<file path="src/rtl/cpu_control_seq.sv">
// Control sequencer for a small load/store CPU: fetch, execute, memory and halt
// states, with sticky fault flags, a bus timeout and a retired-instruction counter.
module cpu_control_seq #(
   parameter int DW         = 16,
   parameter int IMM_SIGNED = 1,
   parameter int TIMEOUT    = 15,
   parameter int CNT_W      = 16
) (
   input  logic             clk,
   input  logic             rst,
   input  logic [15:0]      ir,
   input  logic             zero,
   input  logic             mem_ack,
   output logic [1:0]       ps,
   output logic             ir_l,
   output logic [2:0]       aa,
   output logic [2:0]       ba,
   output logic [2:0]       da,
   output logic             wr,
   output logic [4:0]       fs,
   output logic             cin,
   output logic             mux_k,
   output logic             mux_mem,
   output logic [DW-1:0]    k,
   output logic             mem_req,
   output logic             mem_we,
   output logic             halted,
   output logic [1:0]       fault,
   output logic [CNT_W-1:0] retired
);

   localparam int TO_W = $clog2(TIMEOUT + 1);
   localparam logic [TO_W-1:0] TO_LAST = TO_W'(TIMEOUT - 1);

   typedef enum logic [1:0] {
      S_FETCH,
      S_EXEC,
      S_MEM,
      S_HALT
   } state_t;

   state_t            r_state;
   state_t            w_next;
   logic [TO_W-1:0]   r_to;
   logic [CNT_W-1:0]  r_retired;
   logic [1:0]        r_fault;

   logic [3:0]        w_op;
   logic [2:0]        w_rd;
   logic [2:0]        w_ra;
   logic [2:0]        w_rb;
   logic [DW-1:0]     w_kExt;
   logic              w_toLast;
   logic              w_timeout;
   logic              w_retire;
   logic              w_illegal;

   assign w_op     = ir[15:12];
   assign w_rd     = ir[11:9];
   assign w_ra     = ir[8:6];
   assign w_rb     = ir[5:3];
   assign w_toLast = (r_to == TO_LAST);
   assign fault    = r_fault;
   assign retired  = r_retired;

   // Immediate extension written bitwise so DW == 8 needs no zero-width replication.
   always_comb begin
      w_kExt      = '0;
      w_kExt[7:0] = ir[7:0];
      for (int i = 8; i < DW; i++) begin
         w_kExt[i] = (IMM_SIGNED != 0) && ir[7];
      end
   end

   always_ff @(posedge clk) begin
      if (rst) begin
         r_state <= S_FETCH;
      end else begin
         r_state <= w_next;
      end
   end

   always_comb begin
      w_next    = r_state;
      w_timeout = 1'b0;
      w_retire  = 1'b0;
      w_illegal = 1'b0;
      case (r_state)
         S_FETCH: begin
            if (mem_ack) begin
               w_next = S_EXEC;
            end else if (w_toLast) begin
               w_next    = S_HALT;
               w_timeout = 1'b1;
            end
         end
         S_EXEC: begin
            w_illegal = (w_op >= 4'b1100) && (w_op <= 4'b1110);
            case (w_op)
               4'b1000, 4'b1001: w_next = S_MEM;
               4'b1111:          w_next = S_HALT;
               default: begin
                  w_next   = S_FETCH;
                  w_retire = 1'b1;
               end
            endcase
         end
         S_MEM: begin
            if (mem_ack) begin
               w_next   = S_FETCH;
               w_retire = 1'b1;
            end else if (w_toLast) begin
               w_next    = S_HALT;
               w_timeout = 1'b1;
            end
         end
         S_HALT:  w_next = S_HALT;
         default: w_next = S_FETCH;
      endcase
   end

   // Timeout counter only runs through no-ack cycles in FETCH/MEM; every other cycle clears it.
   always_ff @(posedge clk) begin
      if (rst) begin
         r_to      <= '0;
         r_retired <= '0;
         r_fault   <= 2'b00;
      end else begin
         if ((r_state == S_FETCH || r_state == S_MEM) && !mem_ack && !w_timeout) begin
            r_to <= r_to + 1'b1;
         end else begin
            r_to <= '0;
         end
         if (w_retire) begin
            r_retired <= r_retired + 1'b1;
         end
         if (w_illegal) begin
            r_fault[0] <= 1'b1;
         end
         if (w_timeout) begin
            r_fault[1] <= 1'b1;
         end
      end
   end

   always_comb begin
      ps      = 2'b00;
      ir_l    = 1'b0;
      aa      = 3'd0;
      ba      = 3'd0;
      da      = 3'd0;
      wr      = 1'b0;
      fs      = 5'b00000;
      cin     = 1'b0;
      mux_k   = 1'b0;
      mux_mem = 1'b0;
      k       = '0;
      mem_req = 1'b0;
      mem_we  = 1'b0;
      halted  = 1'b0;
      case (r_state)
         S_FETCH: begin
            mem_req = 1'b1;
            ir_l    = mem_ack;
         end
         S_EXEC: begin
            k = w_kExt;
            case (w_op)
               4'b0001, 4'b0010, 4'b0011, 4'b0100, 4'b0101: begin
                  aa = w_ra;
                  ba = w_rb;
                  da = w_rd;
                  wr = 1'b1;
                  ps = 2'b01;
                  case (w_op)
                     4'b0001: fs = 5'b00010;
                     4'b0010: begin
                        fs  = 5'b00101;
                        cin = 1'b1;
                     end
                     4'b0011: fs = 5'b01000;
                     4'b0100: fs = 5'b01010;
                     default: fs = 5'b01100;
                  endcase
               end
               4'b0110: begin
                  aa    = w_rd;
                  da    = w_rd;
                  mux_k = 1'b1;
                  fs    = 5'b00010;
                  wr    = 1'b1;
                  ps    = 2'b01;
               end
               4'b0111: begin
                  da    = w_rd;
                  mux_k = 1'b1;
                  fs    = 5'b11000;
                  wr    = 1'b1;
                  ps    = 2'b01;
               end
               4'b1000, 4'b1001: aa = w_ra;
               4'b1010:          ps = zero ? 2'b10 : 2'b01;
               4'b1011: begin
                  aa = w_ra;
                  ps = 2'b11;
               end
               4'b1111:          ps = 2'b00;
               default:          ps = 2'b01;
            endcase
         end
         S_MEM: begin
            mem_req = 1'b1;
            aa      = w_ra;
            if (w_op[0]) begin
               ba     = w_rb;
               mem_we = 1'b1;
               if (mem_ack) begin
                  ps = 2'b01;
               end
            end else begin
               da = w_rd;
               if (mem_ack) begin
                  wr      = 1'b1;
                  mux_mem = 1'b1;
                  ps      = 2'b01;
               end
            end
         end
         S_HALT:  halted = 1'b1;
         default: ;
      endcase
   end

endmodule

</file>
<file path="config.mk">
export PLATFORM = sky130hd
export DESIGN_NAME = cpu_control_seq
export DESIGN_NICKNAME = d
export VERILOG_FILES = /design/src/rtl/cpu_control_seq.sv
export SDC_FILE = /design/constraint.sdc
export NUM_CORES = 1
export LEC_CHECK = 0
export BUFFER_PORTS_ARGS = -buffer_cell sky130_fd_sc_hd__clkbuf_2
export CAP_MARGIN = 20
export CORE_MARGIN = 2
export CORE_UTILIZATION = 44
export DETAILED_ROUTE_END_ITERATION = 10
export PLACE_DENSITY = 0.74
export REMOVE_ABC_BUFFERS = 1
export SLEW_MARGIN = 10
export SYNTH_ARGS = -nofsm -noshare
export SYNTH_HDL_FRONTEND = slang
export SYNTH_SLANG_ARGS = --single-unit
</file>
<file path="constraint.sdc">
create_clock -name clk -period 2.05 [get_ports clk]
set_clock_uncertainty 0.1 [all_clocks]
set_input_delay 0.1025 -clock clk [delete_from_list [all_inputs] [get_ports clk]]
set_output_delay 0.1025 -clock clk [all_outputs]
set_load 0.02 [all_outputs]
</file>
Yosys cells after proc, flatten, opt, wreduce, memory -nomap -nowiden
Cells that the tools add are included.
- output and inout port bits: 58
- logic and storage cells: 83
- register bits: 24
- order comparisons: 2
- eq/ne operators: 16
- bitwise operators: 1
- add/subtract/negate cells: 2
- mux-type cells: 42
- reduce and logical (&&, ||, !) cells: 15
- operators by type and width (cell ; count):
    $eq A4 B4 Y1 const B ; 6
    $pmux W3 S2 ; 4
    $mux W1 ; 20
    $add A16 B1 Y16 const B ; 1
    $eq A4 B3 Y1 const B ; 4
    $mux W16 ; 1
    $pmux W4 S4 ; 1
    $pmux W5 S3 ; 1
    $mux W3 ; 4
    $eq A4 B2 Y1 const B ; 2
    $mux W2 ; 4
    $pmux W2 S2 ; 2
    $pmux W2 S4 ; 1
    $reduce_or A2 Y1 ; 4
    $reduce_or A8 Y1 ; 1
    $reduce_or A7 Y1 ; 1
    $pmux W2 S3 ; 1
    $mux W5 ; 1
    $reduce_or A5 Y1 ; 1
    $add A4 B1 Y4 const B ; 1
    $eq A2 B2 Y1 const B ; 2
    $eq A4 B1 Y1 const B ; 1
    $ge A4 B4 Y1 const B ; 1
    $le A4 B4 Y1 const B ; 1
    8 further kinds ; 12

Longest topological paths before layout
- depth in word-level cells: 8
- depth in mapped cells: 8
- gate-level depth less buffers: 6

Least setup slack after synthesis
Ideal clock, no wire load.
- kind: register to register
- start: reg r_state[0]
- end: reg r_retired[8] (netlist: retired[8])
- arrival: 1.868 ns
- clock period less this slack: 2.088 ns
- required time: 1.829 ns
- library setup time: 0.121 ns
- setup slack: -0.038 ns
- buffers on the path: 2
- stages on the path, launching flop included: 9
- cells stage by stage: dfxtp_1 inv_1 ha_1 nand2_2 or3_1 buf_6 buf_6 a21oi_2 mux2_2
- longest elaborated chain between the ends: 2
- elaborated cells on any way between the ends: 3
- RTL lines (item ; RTL line ; text):
    from (decl) ; 42 ; state_t r_state;
    from (signal assigned) ; 79 ; r_state <= w_next;
    $eq A2 B2 Y1 or $eq A2 B1 Y1 (tied branches) ; 88 ; case (r_state)
    $pmux W1 S2 * ; 88 ;
    to (signal assigned) ; 135 ; r_retired <= r_retired + 1'b1;
    to (decl) ; 45 ; logic [CNT_W-1:0] r_retired;
Every way passes the cells marked *; elsewhere a longest branch is shown, timed or not.
A chain may end at the register's enable or synchronous reset.

Worst setup path after layout
- start: reg r_state[0]
- end: reg r_retired[13] (netlist: retired[13])
The elaborated chain is that of the path after synthesis.

==> metrics.csv <==
metric,value,unit
worst endpoint required time,2.12,ns
Pwr Total,1.048,mW
CTS Hold Buffers Added,0,
Filler cells,352,
PD cells,407.1,mW/mm²
DRC,0,
hpwl dp,3428,µm
Sequential Area,483.0,µm²
drt pass-1 iters,4,
slowest cell on the critical path,or3_4,
fin. max-slew vios,0,
Post-Syn Area,0.001857,mm²
Gate Count Post-Synth,245,
first-pass GRT wire length,7134,µm
Clk pwr share,0.273,
CTS buffer count,3,
Die ar.,0.004755,mm²
"Reg clk slew, reported paths",0.09,ns
Synth area leader,dfxtp_1,
layout cell share with drive strength beyond 1,0.4272,
placed instance area,0.002326,mm²
diode count,0,
die width,68.96,µm
vias in the first global route,1666,
HP Class,in2reg,
final non-filler cell total,373,
Yosys top cell area share,0.2588,
Leak,1.157,nW
Worst path max stage delay,0.44,ns
CTS root buf,clkbuf_8,
count of final setup violators,0,
register area share after synthesis,0.2588,
outcome,"complete, no violations",
Initial Utilization,0.4609,
Final ANT Viol Nets,0,
Nets,352,
Iteration-0 DRC Markers,105,
row cnt,23,
area delta synth->final,38.61,%
top_reg_cell synth,dfxtp_1,
Critical Path Start Type,flip-flop,
mean routed wirelength per cell,12.96,µm
Logic pwr share,0.271,
Worst Setup End Kind,flip-flop,
design area,0.002574,mm²
# clock sinks,24,
Achievable Freq,500.4,MHz
minimum clock period,1.998,ns
max_slew headroom,0.5496,
final worst-path cycle share,0.9748,
CTS tree,yes,
DR vias,1974,
die height,68.96,µm
Core Region,0.004029,mm²
worst slew pin tran,0.6755,ns
"Avg Cell Area, Syn",7.579,µm²
All-Layer GR Usage,0.1942,
Overflow after GRT,0,
"Arr. time, crit path",2.07,ns
switching share of power,0.3109,
worst-case vdd ir drop,322.6,µV
Synth area leaders,"dfxtp_1, nor2b_1, mux2_1, nor2_1, and2_1",
Fin. Hold Viols,0,
largest net degree at the start of global routing,36,
placed insts,366,
worst skew pair latency,0.27,ns
multi-input logic area,0.001344,mm²
Hold WS,0.1208,ns
number of synthesized flops with an enable pin,0,
# IOs,78,
worst path cell trace,inv_2 -> ha_4 -> nand2_2 -> or3_4 -> a211oi_1 -> mux2_1,
Longest Clk Path Bufs,2,
ys async rst share,0,
GP Congestion,0.8376,
Net Switching,0.3257,mW
WL final,4833,µm
Power Internal,0.7221,mW
port bufs,77,
post-DR vias/cell,5.292,
H-tree depth,1,
setup total negative slack,0,ns
Ys Warns,0,
antenna violations before repair,0,
library cells used by synthesis,41,
post-synthesis register bit count,24,
RSZ-0062 raised after global routing,yes,
Max-cap violations,0,
sequential power share,0.457,
worst-path fanout max,8,
Setup CP Type,reg2reg,
sequential cells by signal, indices dropped and copies added, names as in the netlist:
name,count
r_state,2
fault,2
retired,16
r_to,4
path summary, 6_finish.rpt:
check | from | to | slack [ns] | cells past startpoint
max | r_state[0] | retired[13] | 0.05 | 6
min | mem_ack | r_state[0] | 0.12 | 3
max reg2reg | r_state[0] | retired[13] | 0.05 | 6
min reg2reg | r_to[0] | r_to[0] | 0.37 | 1
cells by family (layout without fill, tap and decap cells):
| kind of cell | count (synthesis) | in the layout | synth area share |
|---|---|---|---|
| AOI/OAI and AO/OA | 45 | 45 | 0.1658 |
| xor gates and xnor gates | 2 | 2 | 0.009436 |
| adders and majority gates | 7 | 7 | 0.04717 |
| buffers and inverters | 32 | 110 | 0.09299 |
| DFF | 24 | 24 | 0.2588 |
| muxes | 15 | 15 | 0.09030 |
| and+or+nand+nor | 120 | 120 | 0.3356 |
layout make-up:
cell class	count	share of cell area
tap	50	0.02431
sequential	24	0.1877
multi-input combinational	189	0.5221
timing repair buffer	100	0.2397
clock buffer	3	0.01604
inverter	7	0.01021
metal layers:
| metal | vias to the layer above | wire [µm] | GRT usage |
|---|---|---|---|
| met5 | - | 0 | 0 |
| met4 | 0 | 58 | 0.07108 |
| met3 | 5 | 325 | 0.02760 |
| met2 | 78 | 2306 | 0.3462 |
| met1 | 897 | 2143 | 0.2355 |
| li1 | 994 | - | - |
worst max-delay path: cells and delay by family, from the launching register on:
kind,cells,cell delay (ns)
AND/OR/NAND/NOR,2,0.49
AO/OA/AOI/OAI,1,0.30
flip-flops,1,0.34
adder cells (fa/ha/maj),1,0.26
multiplexers,1,0.35
buffers and inverters,1,0.05
metrics by stage:
step	setup WS (ns)	utilization
finish	0.05176	0.6388
global route	-0.07367	0.6388
CTS	0.006394	0.5941
detailed placement	-0.1084	0.5773
global placement	-0.05826	0.5773
floorplan	-0.9310	-
cells in the mapped netlist (2+ instances only):
library cell,number
nand2_1,10
o21a_1,3
mux2_2,3
nand3_1,14
buf_1,2
and3_1,3
clkbuf_1,11
nand2b_1,4
a21boi_0,3
ha_1,7
buf_4,10
dfxtp_1,24
nor2_1,32
mux2_1,11
a22oi_1,2
nor2b_1,21
a21oi_2,8
buf_6,2
o21ai_0,9
and2_1,14
a211oi_1,4
nor4_1,3
and4_1,2
or3_1,2
a21oi_1,9
nand4_1,4
nor3_1,8
inv_1,7
power by group through the flow:
stage	Sequential [mW]	Combinational, mW	Clock [mW]
after global placement	0.488	0.250	0
after global routing	0.480	0.314	0.315
final	0.479	0.283	0.286
after detailed placement	0.489	0.252	0
after floorplan	0.491	0.128	0
after CTS	0.478	0.258	0.286
repair_timing:
| action | in CTS | in global routing |
|---|---|---|
| setup buffers | 0 | 3 |
| setup endpoints to repair | 18 | 25 |
| gates cloned | 0 | 1 |
| pin swaps | 1 | 9 |
| hold endpoints to repair | 0 | 0 |
| gates resized for setup | 10 | 31 |
placed cells by master (no fill, tap or decap), types with 4 or more instances in the layout:
master and instances:
nand3_1 14, nand4_1 4, ha_1 5, buf_4 20, o21ai_0 8, a21oi_4 7
nor3_1 7, nor2_1 31, inv_1 5, dfxtp_1 22, mux2_1 5, a21oi_1 8
mux2_4 8, nand2_1 10, nand2b_1 4, clkbuf_2 74, nor2b_1 20, and2_1 14
(Power assumes the default switching activity.)
